==> src/rtl/timer_multi_pkg.sv <==
// Shared definitions for the timer_multi machine timer.
// Contents:
//   - register word indices, taken from address bits [6:2]
//   - bit positions of the fields inside the CTRL word
//   - merge_bytes(): applies a 4-bit byte-lane write mask to a 32-bit register word
package timer_multi_pkg;

  localparam logic [4:0] TIMER_MTIMEL   = 5'd0;
  localparam logic [4:0] TIMER_MTIMEH   = 5'd1;
  localparam logic [4:0] TIMER_CTRL     = 5'd2;
  localparam logic [4:0] TIMER_STATUS   = 5'd3;
  // Compare channel i occupies word indices CMP_BASE+2i (low) and CMP_BASE+2i+1 (high).
  localparam logic [4:0] TIMER_CMP_BASE = 5'd4;

  localparam int CTRL_EN_BIT       = 0;
  localparam int CTRL_IE_LSB       = 8;
  localparam int CTRL_PRESCALE_LSB = 16;

  // Lanes with a 1 in the mask take the new byte. Lanes with a 0 keep the old byte.
  function automatic logic [31:0] merge_bytes(input logic [31:0] old_value,
                                              input logic [31:0] new_value,
                                              input logic [3:0]  mask);
    logic [31:0] result;
    for (int b = 0; b < 4; b++) begin
      result[8*b +: 8] = mask[b] ? new_value[8*b +: 8] : old_value[8*b +: 8];
    end
    return result;
  endfunction

endpackage

==> src/rtl/timer_multi_if.sv <==
// Data bus interface used by timer_multi.
// Signals:
//   address_in      byte address driven by the bus master
//   sel_in          peripheral select
//   read_in         read strobe
//   read_value_out  read data returned by the timer
//   write_mask_in   byte enables
//   write_value_in  write data
// Modports:
//   master  the core or interconnect side
//   slave   the timer side
// The _in/_out suffixes describe direction as seen from the timer.
interface timer_multi_if;
  import timer_multi_pkg::*;

  logic [31:0] address_in;
  logic        sel_in;
  logic        read_in;
  logic [31:0] read_value_out;
  logic [3:0]  write_mask_in;
  logic [31:0] write_value_in;

  modport master (
    output address_in, sel_in, read_in, write_mask_in, write_value_in,
    input  read_value_out
  );

  modport slave (
    input  address_in, sel_in, read_in, write_mask_in, write_value_in,
    output read_value_out
  );

endinterface

==> src/rtl/timer_multi_prescaler.sv <==
// Prescaler for the timer_multi mtime counter.
// Ports:
//   clk     clock
//   reset   synchronous, active-high reset
//   enable  count enable. The counter holds its value while this is low.
//   clear   restarts the period from zero (driven by a CTRL write)
//   reload  terminal count. The tick period is reload+1 clock cycles.
//   tick    one-cycle pulse when the count reaches reload while enabled
module timer_multi_prescaler
  import timer_multi_pkg::*;
#(
  parameter int WIDTH = 8
) (
  input  logic             clk,
  input  logic             reset,
  input  logic             enable,
  input  logic             clear,
  input  logic [WIDTH-1:0] reload,
  output logic             tick
);

  logic [WIDTH-1:0] count;

  // A clear restarts the period, so no tick is issued in the clear cycle.
  // Otherwise a CTRL write could produce a tick early.
  assign tick = enable && !clear && (count == reload);

  // The counter runs from 0 to reload and then wraps to 0.
  // It holds while enable is low.
  always_ff @(posedge clk) begin
    if (reset) begin
      count <= '0;
    end else if (clear) begin
      count <= '0;
    end else if (enable) begin
      count <= (count == reload) ? '0 : count + 1'b1;
    end
  end

endmodule

==> src/rtl/timer_multi.sv <==
// Memory-mapped machine timer.
// Features:
//   - free-running 64-bit mtime, advanced by a programmable prescaler
//   - NUM_CMP 64-bit compare channels, each with a sticky pending bit and a registered irq
// Ports:
//   clk      clock
//   reset    synchronous, active-high reset. It overrides any bus write in the same cycle.
//   bus      data bus slave (timer_multi_if.slave)
//   irq_out  per-channel interrupt. It equals pending & enable, registered one cycle.
// Register map (word index):
//   0 MTIMEL, 1 MTIMEH, 2 CTRL, 3 STATUS (write 1 to clear), 4+2i CMPL_i, 5+2i CMPH_i
// Unmapped reads return 0. Unmapped writes are ignored.
// NUM_CMP must be 1..8 and PRESCALE_WIDTH must be 1..16 so that the CTRL fields fit.
module timer_multi
  import timer_multi_pkg::*;
#(
  parameter int NUM_CMP        = 2,
  parameter int PRESCALE_WIDTH = 8
) (
  input  logic               clk,
  input  logic               reset,
  timer_multi_if.slave       bus,
  output logic [NUM_CMP-1:0] irq_out
);

  logic [63:0]                   mtime;
  logic                          ctrl_en;
  logic [NUM_CMP-1:0]            ctrl_ie;
  logic [PRESCALE_WIDTH-1:0]     ctrl_prescale;
  logic [31:0]                   ctrl_word;
  logic [31:0]                   ctrl_wr_value;
  logic [NUM_CMP-1:0]            status;
  logic [NUM_CMP-1:0]            status_next;
  logic [NUM_CMP-1:0]            match;
  logic [NUM_CMP-1:0]            w1c;
  logic [NUM_CMP-1:0][63:0]      cmp_all;
  logic                          tick;
  logic [4:0]                    word_idx;
  logic                          wr_en;
  logic                          wr_ctrl;
  logic                          wr_mtimel;
  logic                          wr_mtimeh;
  logic [31:0]                   read_data;
  logic                          unused_ok;

  assign word_idx  = bus.address_in[6:2];
  assign wr_en     = bus.sel_in && (|bus.write_mask_in);
  assign wr_ctrl   = wr_en && (word_idx == TIMER_CTRL);
  assign wr_mtimel = wr_en && (word_idx == TIMER_MTIMEL);
  assign wr_mtimeh = wr_en && (word_idx == TIMER_MTIMEH);

  // Address bits outside the word index do not take part in decoding.
  // The CTRL bits that are merged but not stored are reserved.
  assign unused_ok = ^{bus.address_in[31:7], bus.address_in[1:0], ctrl_wr_value};

  // Build the architectural CTRL word from its stored fields.
  // Reserved bits read as 0.
  always_comb begin
    ctrl_word = '0;
    ctrl_word[CTRL_EN_BIT] = ctrl_en;
    ctrl_word[CTRL_IE_LSB +: NUM_CMP] = ctrl_ie;
    ctrl_word[CTRL_PRESCALE_LSB +: PRESCALE_WIDTH] = ctrl_prescale;
  end

  assign ctrl_wr_value = merge_bytes(ctrl_word, bus.write_value_in, bus.write_mask_in);

  timer_multi_prescaler #(
    .WIDTH (PRESCALE_WIDTH)
  ) u_prescaler (
    .clk    (clk),
    .reset  (reset),
    .enable (ctrl_en),
    .clear  (wr_ctrl),
    .reload (ctrl_prescale),
    .tick   (tick)
  );

  // CTRL register fields. Byte-masked writes only affect the lanes that are written.
  always_ff @(posedge clk) begin
    if (reset) begin
      ctrl_en       <= 1'b0;
      ctrl_ie       <= '0;
      ctrl_prescale <= '0;
    end else if (wr_ctrl) begin
      ctrl_en       <= ctrl_wr_value[CTRL_EN_BIT];
      ctrl_ie       <= ctrl_wr_value[CTRL_IE_LSB +: NUM_CMP];
      ctrl_prescale <= ctrl_wr_value[CTRL_PRESCALE_LSB +: PRESCALE_WIDTH];
    end
  end

  // mtime counter.
  // A software write to either half takes priority over a tick in the same cycle.
  // It suppresses the increment and leaves the other half alone (no carry).
  always_ff @(posedge clk) begin
    if (reset) begin
      mtime <= '0;
    end else if (wr_mtimel) begin
      mtime[31:0] <= merge_bytes(mtime[31:0], bus.write_value_in, bus.write_mask_in);
    end else if (wr_mtimeh) begin
      mtime[63:32] <= merge_bytes(mtime[63:32], bus.write_value_in, bus.write_mask_in);
    end else if (tick) begin
      mtime <= mtime + 64'd1;
    end
  end

  for (genvar i = 0; i < NUM_CMP; i++) begin : g_cmp
    localparam logic [4:0] LO_IDX = TIMER_CMP_BASE + 5'(2 * i);
    localparam logic [4:0] HI_IDX = TIMER_CMP_BASE + 5'(2 * i + 1);

    logic [63:0] cmp_value;

    // Each compare value is updated one byte-masked 32-bit half at a time.
    // It resets to all ones so that it cannot match.
    always_ff @(posedge clk) begin
      if (reset) begin
        cmp_value <= '1;
      end else if (wr_en && (word_idx == LO_IDX)) begin
        cmp_value[31:0] <= merge_bytes(cmp_value[31:0], bus.write_value_in, bus.write_mask_in);
      end else if (wr_en && (word_idx == HI_IDX)) begin
        cmp_value[63:32] <= merge_bytes(cmp_value[63:32], bus.write_value_in, bus.write_mask_in);
      end
    end

    assign cmp_all[i] = cmp_value;
    assign match[i]   = (mtime >= cmp_value);
    // STATUS bits all sit in byte lane 0, because NUM_CMP is at most 8.
    assign w1c[i]     = wr_en && (word_idx == TIMER_STATUS) &&
                        bus.write_mask_in[0] && bus.write_value_in[i];
  end

  // A match sets the pending bit in the same cycle as a write-1-to-clear of that bit.
  // The set wins.
  assign status_next = match | (status & ~w1c);

  // Pending bits, and the interrupt lines registered from their next-state value.
  always_ff @(posedge clk) begin
    if (reset) begin
      status  <= '0;
      irq_out <= '0;
    end else begin
      status  <= status_next;
      irq_out <= status_next & ctrl_ie;
    end
  end

  // Read data is built combinationally from the current register state.
  // A read in a write cycle therefore returns the old value.
  always_comb begin
    read_data = '0;
    if (bus.sel_in && bus.read_in) begin
      case (word_idx)
        TIMER_MTIMEL: read_data = mtime[31:0];
        TIMER_MTIMEH: read_data = mtime[63:32];
        TIMER_CTRL:   read_data = ctrl_word;
        TIMER_STATUS: read_data[NUM_CMP-1:0] = status;
        default: begin
          for (int i = 0; i < NUM_CMP; i++) begin
            if (word_idx == TIMER_CMP_BASE + 5'(2 * i)) begin
              read_data = cmp_all[i][31:0];
            end
            if (word_idx == TIMER_CMP_BASE + 5'(2 * i + 1)) begin
              read_data = cmp_all[i][63:32];
            end
          end
        end
      endcase
    end
  end

  assign bus.read_value_out = read_data;

endmodule
==> src/flat_wrapper.sv <==
// flat-port wrapper written by rule: the top's interface ports become plain ports
module timer_multi_flat import timer_multi_pkg::*;
#(
  parameter int NUM_CMP        = 2,
  parameter int PRESCALE_WIDTH = 8
)
  (clk, reset, irq_out, bus_address_in, bus_sel_in, bus_read_in, bus_write_mask_in, bus_write_value_in, bus_read_value_out);
  timer_multi_if bus_i ();
  input  logic clk;
  input  logic reset;
  output logic [NUM_CMP-1:0] irq_out;
  input wire logic [$bits(bus_i.address_in)-1:0] bus_address_in;
  input wire logic [$bits(bus_i.sel_in)-1:0] bus_sel_in;
  input wire logic [$bits(bus_i.read_in)-1:0] bus_read_in;
  input wire logic [$bits(bus_i.write_mask_in)-1:0] bus_write_mask_in;
  input wire logic [$bits(bus_i.write_value_in)-1:0] bus_write_value_in;
  output wire logic [$bits(bus_i.read_value_out)-1:0] bus_read_value_out;
  assign bus_i.address_in = bus_address_in;
  assign bus_i.sel_in = bus_sel_in;
  assign bus_i.read_in = bus_read_in;
  assign bus_i.write_mask_in = bus_write_mask_in;
  assign bus_i.write_value_in = bus_write_value_in;
  assign bus_read_value_out = bus_i.read_value_out;
  timer_multi #(.NUM_CMP(NUM_CMP), .PRESCALE_WIDTH(PRESCALE_WIDTH)) u_core (.clk(clk), .reset(reset), .bus(bus_i), .irq_out(irq_out));
endmodule
==> config.mk <==
export PLATFORM = sky130hd
export DESIGN_NAME = timer_multi_flat
export DESIGN_NICKNAME = d
export VERILOG_FILES = /design/src/rtl/timer_multi_pkg.sv /design/src/rtl/timer_multi_if.sv /design/src/rtl/timer_multi_prescaler.sv /design/src/rtl/timer_multi.sv /design/src/flat_wrapper.sv
export SDC_FILE = /design/constraint.sdc
export NUM_CORES = 1
export LEC_CHECK = 0
export ABC_AREA = 1
export CORE_ASPECT_RATIO = 1.25
export CORE_MARGIN = 10
export CORE_UTILIZATION = 29
export CTS_CLUSTER_DIAMETER = 120
export DETAILED_ROUTE_END_ITERATION = 8
export HOLD_SLACK_MARGIN = 0.06
export SETUP_SLACK_MARGIN = 0.4
export SLEW_MARGIN = 0
export SYNTH_ARGS = -nofsm -noshare
export SYNTH_HDL_FRONTEND = slang
export SYNTH_SLANG_ARGS = --single-unit
export TNS_END_PERCENT = 50
==> constraint.sdc <==
create_clock -name clk -period 4.56 [get_ports clk]
set_clock_uncertainty 0.05 [all_clocks]
set_input_delay 1.368 -clock clk [delete_from_list [all_inputs] [get_ports clk]]
set_output_delay 1.368 -clock clk [all_outputs]
set_load 0.005 [all_outputs]
* Yosys cells after proc, flatten, opt, wreduce, memory -nomap -nowiden
Index checks and enable logic that the tools add are counted.
** Storage, ports and cells
- Bits in registers :: 215
- Output and inout bits :: 34
- Input port bits :: 72
** Operators by class
- Mux-type cells :: 16
- Reduce and logical (&&, ||, !) cells :: 48
- Bitwise operators :: 7
- Magnitude comparators :: 2
- $add $sub $neg :: 2
- Equal/unequal tests :: 17
** Operators by type and width (number)
- $mux 32 :: 8
- $ge 64x64->1 :: 2
- $pmux 30 s4 :: 1
- $add 64x1->64 const B :: 1
- $mux 64 :: 1
- $reduce_and 3->1 :: 16
- $mux 8 :: 5
- $reduce_and 2->1 :: 11
- $eq 5x3->1 const B :: 4
- $ne 2x2->1 const B :: 8
- $logic_and 1x1->1 :: 15
- $eq 5x2->1 const B :: 2
- $add 8x1->8 const B :: 1
- $eq 8x8->1 :: 1
- $pmux 2 s4 :: 1
- $eq 5x1->1 const B :: 1
- $logic_not 5->1 :: 1
- $and 2x2->2 :: 2
- $reduce_bool 2->1 :: 2
- $reduce_or 4->1 :: 1
- $not 1->1 :: 3
- $ne 2x1->1 const B :: 1
- $not 2->2 :: 1
- $or 2x2->2 :: 1
- other kinds (2) :: 2

* Depth between registers and ports, before layout
- Depth after elaboration :: 9
- Depth in mapped cells :: 17

* Modules after synthesis
From an unflattened synthesis, not the netlist that was laid out.
** Second synthesis, totals
- Cells, all modules :: 2322
- Area, all modules :: 15205.8 um^2
** Modules (own cells, without submodules)
- timer_multi :: cells an instance 2247, instances 1, sequential area each 4144.0 um^2, area an instance 14691.6 um^2
- timer_multi_prescaler :: cells an instance 75, instances 1, sequential area each 160.2 um^2, area an instance 514.2 um^2

* Worst setup path after synthesis
OpenSTA, ideal clock, no wires.
- Kind :: input port to output port
- Start point :: input port bus_address_in[4]
- End point :: output port bus_read_value_out[11]
- Arrival time :: 2578 ps
- Slack :: 564 ps
- Buffers on the path :: 1
- Cell stages on the path :: 7
- Path through :: inv_1 nor2_1 nand3_2 clkinv_2 clkbuf_1 a22oi_1 a31oi_1
** Between the ends
- Longest elaborated chain between the ends :: 7
- Elaborated cells between the ends (all ways) :: 14
** Ends and longest elaborated chain
- start, declared :: RTL line flat_wrapper.sv:12 : input wire logic [$bits(bus_i.address_in)-1:0] bus_address_in;
- $eq 5x3->1 :: RTL line timer_multi.sv:158 : if (word_idx == TIMER_CMP_BASE + 5'(2 * i)) begin
- $mux 32 :: RTL line timer_multi.sv:158
- $mux 32 :: RTL line timer_multi.sv:161 : if (word_idx == TIMER_CMP_BASE + 5'(2 * i + 1)) begin
- $mux 32 :: RTL line timer_multi.sv:158
- $mux 32 :: RTL line timer_multi.sv:161
- $pmux 30 s4 (*) :: RTL line timer_multi.sv:151 : case (word_idx)
- $mux 32 (*) :: RTL line timer_multi.sv:150 : if (bus.sel_in && bus.read_in) begin
- end, declared :: RTL line flat_wrapper.sv:17 : output wire logic [$bits(bus_i.read_value_out)-1:0] bus_read_value_out;
Mark *: on every way between the ends. The rest lies on a longest branch, timed or not.

* Final worst setup path
- Start point :: input port bus_address_in[6]
- End point :: output port bus_read_value_out[14]
Same word-level chain as after synthesis.

==> flow_metrics.tcl <==
set metrics [dict create \
    finalPower_w 0.00440 \
    whs_path_depth 2 \
    timing.slew.headroom_pct 35.6 \
    rsz_0062_raised_after_global_routing "true" \
    irDropWorstVdd_uv 216 \
    timing.final.ws_setup_ns 0.194 \
    crit_path_cell_trace "buf_6 > buf_6 > nor2_4 > nand3_4 > buf_4 > buf_6 > o22ai_1 > o21ai_0 > a31oi_1 > buf_2" \
    power_switching_w 0.00114 \
    sequential_fraction_of_the_synthesis_area_pct 27.9 \
    swShare_pct 26.0 \
    worst-r2r-setup-slack_ns 1.59 \
    holdWs_ns 0.414 \
    commonest_cells_after_routing_fill_and_taps_aside "615 x nand2_1, 292 x inv_1, 237 x nor2_1" \
    clkSlewWorstSetupHoldPaths_ns 0.06 \
    pd_cells_mw_per_mm2 232 \
    critical_path_buf_inv_count 5 \
    number_of_design_rule_violations_left_by_the_first_detailed_router_iteration 1514 \
    mostFrequentLayoutCell "nand2_1" \
    nNetsFinal 2705 \
    cp.arrival_ns 2.95 \
    layout_area_growth_over_synthesis_pct 23.0 \
    slowest_delay_ns 0.25 \
    grt_max_degree 178 \
    vias_in_the_first_global_route 16700 \
    clkLatencyLatePin_ns 0.55 \
    seq_power_share_pct 43.2 \
    drv.max_cap_violation_count 0 \
    design.core.area_mm2 0.0527 \
    hold_path_startpoint "u_core.ctrl_ie[0]" \
    average_via_count_per_standard_cell 5.36 \
    overflow 0 \
    groute.usage.overall_pct 21.0 \
    die_width_um 226 \
    max_clock_freq_mhz 229 \
    combPwrFrac_pct 9.4 \
    clk_root_buffer_cell "clkbuf_16" \
    chipHeight_um 278 \
    hold_class "flop to flop" \
    required_ns 3.14 \
    design_area_mm2 0.0190 \
    regToRegEndpoint "u_core.mtime[50]" \
    setup.worst_path.class "input port to output pin" \
    place.gp.congestion 0.975 \
    share_clk_of_total_power_pct 47.4 \
    status "completed" \
    r2r_start "u_core.mtime[1]" \
    setup_viol_count_final 0 \
    worst_path_dominant_cell_family "buffers and inverters" \
    p_int_w 0.00326 \
    synthDistinctLibCells 54 \
    critical_path.startpoint_type "input port" \
    portBuffers 78 \
    synth_warnings 0 \
    dieArea_mm2 0.0630 \
    final_hpwl_from_detailed_placement_mm 52.7 \
    worst-r2r-cell-count 10 \
    hold_path_end "u_core.irq_out[0]" \
    num_io_pins 106 \
    slew_violations 0 \
    tritoncts "yes" \
    max_slew.worst_pin.slew_ns 0.959 \
    antenna_found_initial 0 \
    antenna_violating_nets_post_route 0 \
    cellLeakagePower_nw 8.79 \
    path_max_fanout 9 \
    syn_avg_cell_area_um2 6.52 \
    cts_inserted_buffers 25 \
    post-route-period-util_pct 95.7 \
    place_worst_setup_slack_ns -0.753 \
    yosys_reg_bits 215 \
    placementRows 94 \
    h_tree_lvl_count 1 \
    floorplan.initialDensity_pct 29.3 \
    tritoncts_num_sinks 215 \
    placedInstanceArea_mm2 0.0175 \
    synth.net_count 2573 \
    total_neg_setup_slack_ns 0 \
    global_route_wire_length_before_repair_mm 102 \
    synth_area_mm2 0.0155 \
    post_route_cells_drive_above_1_share_pct 12.1 \
    crit_path_end_kind "output pin" \
    totalWireLength_mm 67.8 \
    fin_crit_ns 4.37 \
    drt-wirelength-per-cell_um 21.2 \
    hold_violation_total_from_the_final_report 0 \
    routed-via-count 17100 \
    crit_slowest_cell "a31oi_1" \
    drc 0 \
    cts.hold.buffers_added 0 \
    critical_path_s_most_frequent_cell "buf_6" \
    syn_inst 2371 \
    drtPass1Iterations 6 \
    num_antenna_cells 0 \
    cts.path.max_buffers 3 \
]
==> repair_timing <==
action	4_1_cts	5_1_grt
setup buffers	13	4
pin swaps	30	23
setup endpoints to repair	32	32
gates cloned	2	0
hold endpoints to repair	0	0
resized for setup	230	74
==> final cells by class <==
cell class | instances | area [µm²]
sequential | 215 | 4300
timing repair buffer | 187 | 1810
inverter | 307 | 1170
multi-input combinational | 1767 | 10100
clock buffer | 35 | 683
fill | 5576 | 33700
clock inverter | 10 | 130
tap | 672 | 841
==> stage by stage <==
step | util, % | cells
finish | 36.1 | 3193
CTS | 35.6 | 3189
floorplan | - | 2371
global route | 36.1 | 3193
global placement | 33.3 | 3129
detailed placement | 33.3 | 3129
==> per-layer routing <==
layer | up-vias | routed length, µm | GRT usage, %
met4 | 0 | 3610 | 11.2
met5 | - | 0 | 0
met3 | 161 | 3980 | 2.54
met1 | 8094 | 27000 | 24.8
li1 | 8223 | - | -
met2 | 633 | 33200 | 36.2
==> registers in the layout, summed over array words and instances, names as in the netlist <==
name / flops
u_core.ctrl_en: 1
u_core.ctrl_ie: 2
u_core.ctrl_prescale: 8
u_core.g_cmp.cmp_value: 128
u_core.irq_out: 2
u_core.mtime: 64
u_core.status: 2
u_core.u_prescaler.count: 8
==> worst max-delay path by stage <==
stage | depth (start not counted) | endpoint | startpoint
detailed placement | 9 | bus_read_value_out[12] | bus_address_in[5]
finish | 10 | bus_read_value_out[14] | bus_address_in[6]
global route | 11 | bus_read_value_out[0] | bus_address_in[6]
CTS | 11 | bus_read_value_out[0] | bus_address_in[6]
global placement | 10 | bus_read_value_out[28] | bus_address_in[5]
floorplan | 7 | bus_read_value_out[11] | bus_address_in[4]
==> kinds of logic after synthesis <==
family	after synthesis	synth area share (%)
XOR/XNOR	16	0.907
flip-flops	215	27.9
buffers and inverters	389	10.0
adder cells (fa/ha/maj)	130	10.5
AO/OA/AOI/OAI	519	20.1
AND/OR/NAND/NOR	1102	30.6
==> cells in the mapped netlist, drive strengths merged <==
cell type,instances,area share [%]
o2111ai,5,0.28
a31oi,20,0.81
nor3,43,1.8
buf,35,1.4
a21boi,1,0.12
and3b,1,0.057
o21bai,1,0.049
xor2,13,0.74
a21oi,170,5.5
nand3b,3,0.15
nand2,625,15
a21o,3,0.15
clkinv,4,0.11
o21ai,128,4.1
a22oi,14,0.68
inv,303,7.4
xnor2,3,0.17
nand3,118,4.1
nor3b,3,0.15
o211ai,133,6.5
o31ai,1,0.049
nor4,2,0.081
o21a,7,0.34
nand4,43,1.7
clkbuf,47,1.1
nor2,256,6.8
dfxtp,215,28
a311oi,1,0.057
ha,130,11
o22ai,31,1.3
a221oi,1,0.057
a211oi,2,0.097
and3,1,0.041
or2,4,0.16
nand2b,1,0.041
a41oi,1,0.057
and2,2,0.081
==> power groups by stage <==
| stage | Sequential, W | Clock [W] | Combinational [W] |
|---|---|---|---|
| after global placement | 0.00195 | 0 | 0.000352 |
| after CTS | 0.00190 | 0.00211 | 0.000389 |
| after global routing | 0.00190 | 0.00218 | 0.000436 |
| after detailed placement | 0.00195 | 0 | 0.000354 |
| after floorplan | 0.00194 | 0 | 0.000149 |
| final | 0.00190 | 0.00209 | 0.000412 |
==> tightest hold or removal path, cell delays in order, from the launching register on <==
cell	delay, ns
dfxtp_1	0.31
inv_1	0.07
nor2_1	0.04
(Power assumes the default switching activity.)
